$ cat src/rtl/cpu_stack_pkg.sv
// Constants and the PC type shared by the CPU datapath, controller and return-address stack.
package cpu_stack_pkg;
    localparam int RAS_DEPTH = 8;
    localparam int PC_W      = 12;

    typedef logic [PC_W-1:0] pc_t;
endpackage

$ cat src/rtl/ras_regfile.sv
// Return-address storage: one synchronous write port and one combinational read port.
module ras_regfile
    import cpu_stack_pkg::*;
#(
    parameter int AW    = PC_W,
    parameter int DEPTH = RAS_DEPTH,
    parameter int PW    = $clog2(DEPTH)
) (
    input  logic          clk,
    input  logic          we,
    input  logic [PW-1:0] waddr,
    input  logic [AW-1:0] wdata,
    input  logic [PW-1:0] raddr,
    output logic [AW-1:0] rdata
);

    logic [AW-1:0] mem [DEPTH];

    // No reset: contents are only ever read through a valid stack pointer.
    always_ff @(posedge clk) begin
        if (we) begin
            mem[waddr] <= wdata;
        end
    end

    assign rdata = mem[raddr];

endmodule

$ cat src/rtl/ret_addr_stack.sv
// Circular return-address stack with combinational top read and sticky overflow/underflow flags.
module ret_addr_stack
    import cpu_stack_pkg::*;
#(
    parameter int AW    = PC_W,
    parameter int DEPTH = RAS_DEPTH,
    parameter int PW    = $clog2(DEPTH)
) (
    input  logic          clk,
    input  logic          rst,
    input  logic          clr,
    input  logic          push,
    input  logic          pop,
    input  logic [AW-1:0] push_data,
    output logic [AW-1:0] top_data,
    output logic [PW:0]   count,
    output logic          empty,
    output logic          full,
    output logic          overflow,
    output logic          underflow
);

    localparam logic [PW:0] CNT_FULL = (PW+1)'(DEPTH);

    logic [PW-1:0] sp, sp_nxt, top_ptr;
    logic [PW:0]   count_nxt;
    logic          overflow_nxt, underflow_nxt;
    logic          we;
    logic [PW-1:0] waddr;
    logic [AW-1:0] rdata;

    assign top_ptr = sp - PW'(1);
    assign empty   = (count == '0);
    assign full    = (count == CNT_FULL);

    always_comb begin
        sp_nxt        = sp;
        count_nxt     = count;
        overflow_nxt  = overflow;
        underflow_nxt = underflow;
        we            = 1'b0;
        waddr         = sp;
        if (clr) begin
            sp_nxt        = '0;
            count_nxt     = '0;
            overflow_nxt  = 1'b0;
            underflow_nxt = 1'b0;
        end else if (push && pop && !empty) begin
            we    = 1'b1;
            waddr = top_ptr;
        end else if (push) begin
            // Push on a full stack overwrites the oldest entry via pointer wrap.
            we     = 1'b1;
            sp_nxt = sp + PW'(1);
            if (full) begin
                overflow_nxt = 1'b1;
            end else begin
                count_nxt = count + 1'b1;
            end
        end else if (pop) begin
            if (empty) begin
                underflow_nxt = 1'b1;
            end else begin
                sp_nxt    = top_ptr;
                count_nxt = count - 1'b1;
            end
        end
    end

    always_ff @(posedge clk or negedge rst) begin
        if (!rst) begin
            sp        <= '0;
            count     <= '0;
            overflow  <= 1'b0;
            underflow <= 1'b0;
        end else begin
            sp        <= sp_nxt;
            count     <= count_nxt;
            overflow  <= overflow_nxt;
            underflow <= underflow_nxt;
        end
    end

    ras_regfile #(
        .AW    (AW),
        .DEPTH (DEPTH),
        .PW    (PW)
    ) u_regfile (
        .clk   (clk),
        .we    (we),
        .waddr (waddr),
        .wdata (push_data),
        .raddr (top_ptr),
        .rdata (rdata)
    );

    assign top_data = empty ? '0 : rdata;

endmodule

$ cat config.mk
export PLATFORM = sky130hd
export DESIGN_NAME = ret_addr_stack
export DESIGN_NICKNAME = d
export VERILOG_FILES = /design/src/rtl/cpu_stack_pkg.sv /design/src/rtl/ras_regfile.sv /design/src/rtl/ret_addr_stack.sv
export SDC_FILE = /design/constraint.sdc
export NUM_CORES = 1
export LEC_CHECK = 0
export CORE_ASPECT_RATIO = 1.2
export CORE_UTILIZATION = 30
export CTS_BUF_LIST = sky130_fd_sc_hd__clkbuf_8 sky130_fd_sc_hd__clkbuf_16
export DETAILED_ROUTE_END_ITERATION = 8
export SYNTH_ARGS = -nofsm -noshare
export SYNTH_HDL_FRONTEND = slang
export SYNTH_SLANG_ARGS = --single-unit
$ cat constraint.sdc
create_clock -name clk -period 7.6 [get_ports clk]
set_input_delay 0.76 -clock clk [delete_from_list [all_inputs] [get_ports clk]]
set_output_delay 0.76 -clock clk [all_outputs]
set_load 0.05 [all_outputs]
Word level (Yosys, flattened, before mapping)
Memories as Yosys holds them, arrays and structs flattened.
Index checks and enable logic that the tools add are counted.
Operators by class
  add/sub/neg operators: 4
  equality and inequality tests: 5
  muxes and demuxes: 28
  reduce and logical (&&, ||, !) cells: 13
Operators by type and width (number)
  $mux 4: 6
  $mux 3: 7
  $mux 1: 14
  $mux 12: 1
  $reduce_and 4->1: 2
  $reduce_bool 2->1: 4
  $ne 3x3->1 const B: 2
  $reduce_and 3->1: 2
  $add 4x1->4 const B: 1
  $eq 4x4->1 const B: 1
  $logic_not 4->1: 1
  $ne 2x2->1 const B: 2
  $sub 4x1->4 const B: 1
  $add 3x1->3 const B: 1
  $reduce_bool 3->1: 1
  $sub 3x1->3 const B: 1
  $logic_and 1x1->1: 2
  $logic_not 1->1: 1
Word-level totals
  register bits: 9
  RAM bits: 96
  input bits: 17
  output and inout port bits: 20
  logic and storage cells: 55
  memories: 1
Memories
  u_regfile.mem: words 8, width 12, read ports 1, clocked after Yosys merged registers in 0, write ports 1, RTL line ras_regfile.sv:17  | logic [AW-1:0] mem [DEPTH];

Logic depth before layout (Yosys ltp)
  depth after elaboration: 7
  gate-level depth with buffers: 7

By module
Synthesis repeated with hierarchy kept, for this count alone.
Unflattened totals
  cell total of the unflattened synthesis: 245
  area, all modules: 4554.4 um^2
By module, submodules not included
  ras_regfile: instances 1, cells an instance 152, area each 3747.3 um^2
  ret_addr_stack: instances 1, cells an instance 93, area each 807.0 um^2

Worst setup path after synthesis
OpenSTA, ideal clock, no wires.
  kind: reg-to-reg
  start point: reg count[0]
  end point: reg count[0]
  setup time: 0.125 ns
  data arrival time: 3.334 ns
  path slack: 4.141 ns
  cell stages (with the launch flop): 6
  path buffers: 1
  clock period less this slack: 3.459 ns
  cell sequence: dfrtp_1 > buf_6 > nor4b_1 > a211oi_1 > a21oi_1 > mux2_2
RTL lines
  start: declaration: RTL line ret_addr_stack.sv:16  | output logic [PW:0] count,
  start signal: assignment: RTL line ret_addr_stack.sv:78  | count <= count_nxt;
  $eq 4x4->1: RTL line ret_addr_stack.sv:34  | assign full = (count == CNT_FULL);
  named net full: RTL line ret_addr_stack.sv:18  | output logic full,
  $ne 3x3->1 (no line)
  $reduce_and 4->1 (no line)
The timed path passes the listed nets, and every way through them passes these cells. The select of a mux whose other input is x is not followed.
A chain may end at the register's enable or synchronous reset.

Worst setup path in the final report
  start point: reg sp[0]
  end point: out top_data[1]
On the way
  longest elaborated chain between the ends: 3
Ends and longest elaborated chain
  start: declaration: RTL line ret_addr_stack.sv:25  | logic [PW-1:0] sp, sp_nxt, top_ptr;
  start signal: assignment: RTL line ret_addr_stack.sv:77  | sp <= sp_nxt;
  $sub 3x1->3: RTL line ret_addr_stack.sv:32  | assign top_ptr = sp - PW'(1);
  $mem_v2 8x12
  $mux 12: RTL line ret_addr_stack.sv:97  | assign top_data = empty ? '0 : rdata;
  end: declaration: RTL line ret_addr_stack.sv:15  | output logic [AW-1:0] top_data,
Every way passes these cells.

==> impl_metrics.yaml <==
run_status:
  status: "finished clean"
drt:
  drt-pass1-iter-count: 4
  wl_per_cell_microns: 18.7
  drt-initial-drc-count: 133
  drcViolationCount: 0
  vias: 2459
  drt-vias-per-instance: 5.10
  antenna_left: 0
  finalWirelength_mm: 8.99
sta:
  period_minus_slack_ns: 4.97
  fin_worst_skew_ns: 0.00617
  worst_pin_slew_ns: 1.19
  drv_slew: 0
  fin_setup_tns_ns: 0
  fmax_ghz: 0.201
  fin_hold_ws_ns: 0.497
  slew_headroom_pct: 20.7
  setup_viol: 0
  rsz0062_at_grt: "no"
  hold_violations: 0
  period_share_pct: 65.4
worst_setup_path:
  worstRegToRegCells: 6
  cp_top_family: "buffers and inverters"
  worst-endpoint-required_ns: 6.84
  worstSetupEndpointType: "output pin"
  critPathKind: "reg -> out"
  crit_buf_inv: 3
  crit_path_max_fanout: 34
  path_depth: 7
  cp_slowest_cell: "dfrtp_2"
  cp.arrival_ns: 4.21
  critPathMaxStageDelay_ns: 1.04
  setup.worst_path.start_class: "flop"
  path_cells: "inv_1 > ha_1 > buf_4 > mux4_2 > nand2_1 > a21oi_1 > clkdlybuf4s50_1"
grt:
  grt_pass1_wl_mm: 14.1
  antenna_found_initial: 0
  first_global_vias: 2518
  grt-ovfl-total: 0
  track_usage_pct: 12.4
  grt_start_max_net_pins: 35
synthesis:
  synthSimpleGateAreaFrac_pct: 6.52
  synthFlopType: "edfxtp_1"
  synth-compound-area-share_pct: 4.98
  synth_seq_cells: 105
  synth-adder-area-share_pct: 1.57
  postSynthAreaPerCell_sq_um: 16.8
  synth_top_family_by_area: "multiplexers"
  async_flop_share_pct: 8.57
  yosys_warnings: 0
  syn_inst: 265
  netlist_area_sq_um: 4450
  synth_fp_nets: 287
  ys_seq_area_share_pct: 69.9
  synthMuxAreaShare_pct: 13.1
  synth_edf_count: 96
  synthXorXnorAreaFrac_pct: 1.18
  synth.distinct_cells: 37
die:
  die_h_microns: 135
  initial_core_util_pct: 30.9
  core_sq_um: 14400
  die-area_sq_um: 15300
  rows: 48
  die_width_microns: 113
  pin_count: 37
cts:
  h-tree-depth: 3
  clockBufferDepth: 2
  postCtsSetupRepairBufs: 0
  clkTransAtPathRegs_ns: 0.07
  cts_hold_buf: 0
  cts_tree: "built"
  numCtsBuffers: 9
  cts-root-buf: "clkbuf_16"
  ctsResizeCount: 0
  clkSinkCount: 105
  clock_latency_ns: 0.34
pwr:
  internal_power_w: 0.00135
  p_seq_share_pct: 32.7
  powerDensity_nw_per_um2: 448
  peakVddDrop_v: 0.000188
  power.switching_w: 0.00101
  leakagePower_nw: 1.70
  power_frac_comb_pct: 49.1
  switching_share_pct: 42.8
  pwr-share-clk_pct: 18.2
place:
  dp.final_hpwl_mm: 5.75
  place.gp.congestion: 0.736
  port_buffers: 36
job:
  maxCapViolations: 0
final_layout:
  n_fill_cell: 1361
  nets: 324
  final-seq-area_sq_um: 3110
  syn2layout_area_growth_pct: 19.0
  multi_input_area_sq_um: 1250
  drive_gt1_share_pct: 19.2
  diodes: 0
hold_path:
  whs_path_depth: 2
  hold_class: "reg -> reg"
[stage by stage]
stage / utilization [%] / total power (W) / worst slack [ns] / area, sq um / cells
final: 36.7 / 0.00237 / 2.63 / 5290 / 482
after global routing: 36.7 / 0.00250 / 2.24 / 5290 / 482
after CTS: 36.7 / 0.00240 / 2.54 / 5290 / 482
after detailed placement: 34.8 / 0.00197 / 2.92 / 5010 / 466
after global placement: 34.8 / 0.00195 / 2.98 / 5010 / 466
after floorplan: - / 0.00161 / 4.14 / 4450 / 265
[cell usage in the layout, fill, tap and decap left out, types with 3 or more instances in the layout]
master	count
a211oi_1	3
a21oi_1	17
buf_4	7
clkbuf_16	9
clkdlybuf4s50_1	36
dfrtp_1	8
edfxtp_1	96
ha_1	4
inv_1	7
mux2_2	3
mux4_2	24
nand2_1	26
nand3_1	5
nand4_1	4
nor2_1	16
or4_1	3
xnor2_1	3
[worst register-to-register path, stage by stage, from the launching register on]
cell,delay [ns]
dfrtp_2,1.04
inv_1,0.26
ha_1,0.36
xnor2_2,0.34
or4_1,0.65
o22ai_1,0.92
buf_4,0.32
[synth_stat cells (2+ instances only)]
library cell | instances | area, sq um
nor2_1 | 16 | 60.1
buf_2 | 5 | 25.0
nor2b_1 | 2 | 12.5
mux2_2 | 3 | 33.8
mux4_2 | 24 | 541
inv_1 | 7 | 26.3
a21oi_1 | 19 | 95.1
or4_1 | 3 | 22.5
clkbuf_1 | 6 | 22.5
buf_4 | 3 | 22.5
nand2b_1 | 2 | 12.5
a32oi_1 | 2 | 17.5
a31oi_1 | 2 | 12.5
dfrtp_1 | 9 | 225
edfxtp_1 | 96 | 2880
o22ai_1 | 2 | 12.5
buf_6 | 2 | 22.5
o21ai_0 | 2 | 10.0
xnor2_1 | 4 | 35.0
xor2_1 | 2 | 17.5
nand3_1 | 5 | 25.0
nand4_1 | 4 | 25.0
a211oi_1 | 3 | 22.5
nand2_1 | 26 | 97.6
ha_1 | 4 | 50.1
[final cells by class]
| cell class | instances | area share [%] |
|---|---|---|
| clock buffers | 9 | 4.25 |
| clock inverters | 7 | 1.02 |
| inverters | 7 | 0.496 |
| multi-input cells | 136 | 23.6 |
| flip-flops and latches | 105 | 58.7 |
| well taps | 175 | 4.14 |
| repair buffers | 43 | 7.80 |
[metal layers]
| metal | routed length [microns] | part of all wire [%] | vias up | global-route usage (%) |
|---|---|---|---|---|
| li1 | - | - | 1109 | - |
| met1 | 4010 | 45 | 1260 | 16.8 |
| met2 | 4470 | 50 | 81 | 20.2 |
| met3 | 411 | 4.6 | 9 | 2.42 |
| met4 | 99 | 1.1 | 0 | 4.24 |
| met5 | 0 | 0 | - | 0 |
[power by group through the flow]
stage / clock, W / sequential (W) / combinational, W
after floorplan: 0 / 0.000760 / 0.000846
after global placement: 0 / 0.000786 / 0.00117
after detailed placement: 0 / 0.000790 / 0.00118
after CTS: 0.000442 / 0.000777 / 0.00118
after global routing: 0.000463 / 0.000789 / 0.00125
final: 0.000431 / 0.000775 / 0.00116
[worst paths after layout]
check / startpoint / to / slack, ns
max in group asynchronous: rst / sp[0] / 6.51
min reg2reg: overflow / overflow / 0.50
min in group asynchronous: rst / count[3] / 0.74
max reg2reg: sp[0] / u_regfile.mem[5][11] / 3.43
min: overflow / overflow / 0.50
max: sp[0] / top_data[1] / 2.63
[logic make-up after synthesis]
kind of cell / count (synthesis)
compound gates: 35
xor+xnor: 6
fa+ha+maj: 5
buf+inv: 24
flops: 105
mux: 28
simple gates: 62
[flip-flops by register name (all words and copies together), names as in the netlist]
name / count
underflow: 1
overflow: 1
u_regfile.mem: 96
count: 4
sp: 3
(Power assumes the default switching activity.)
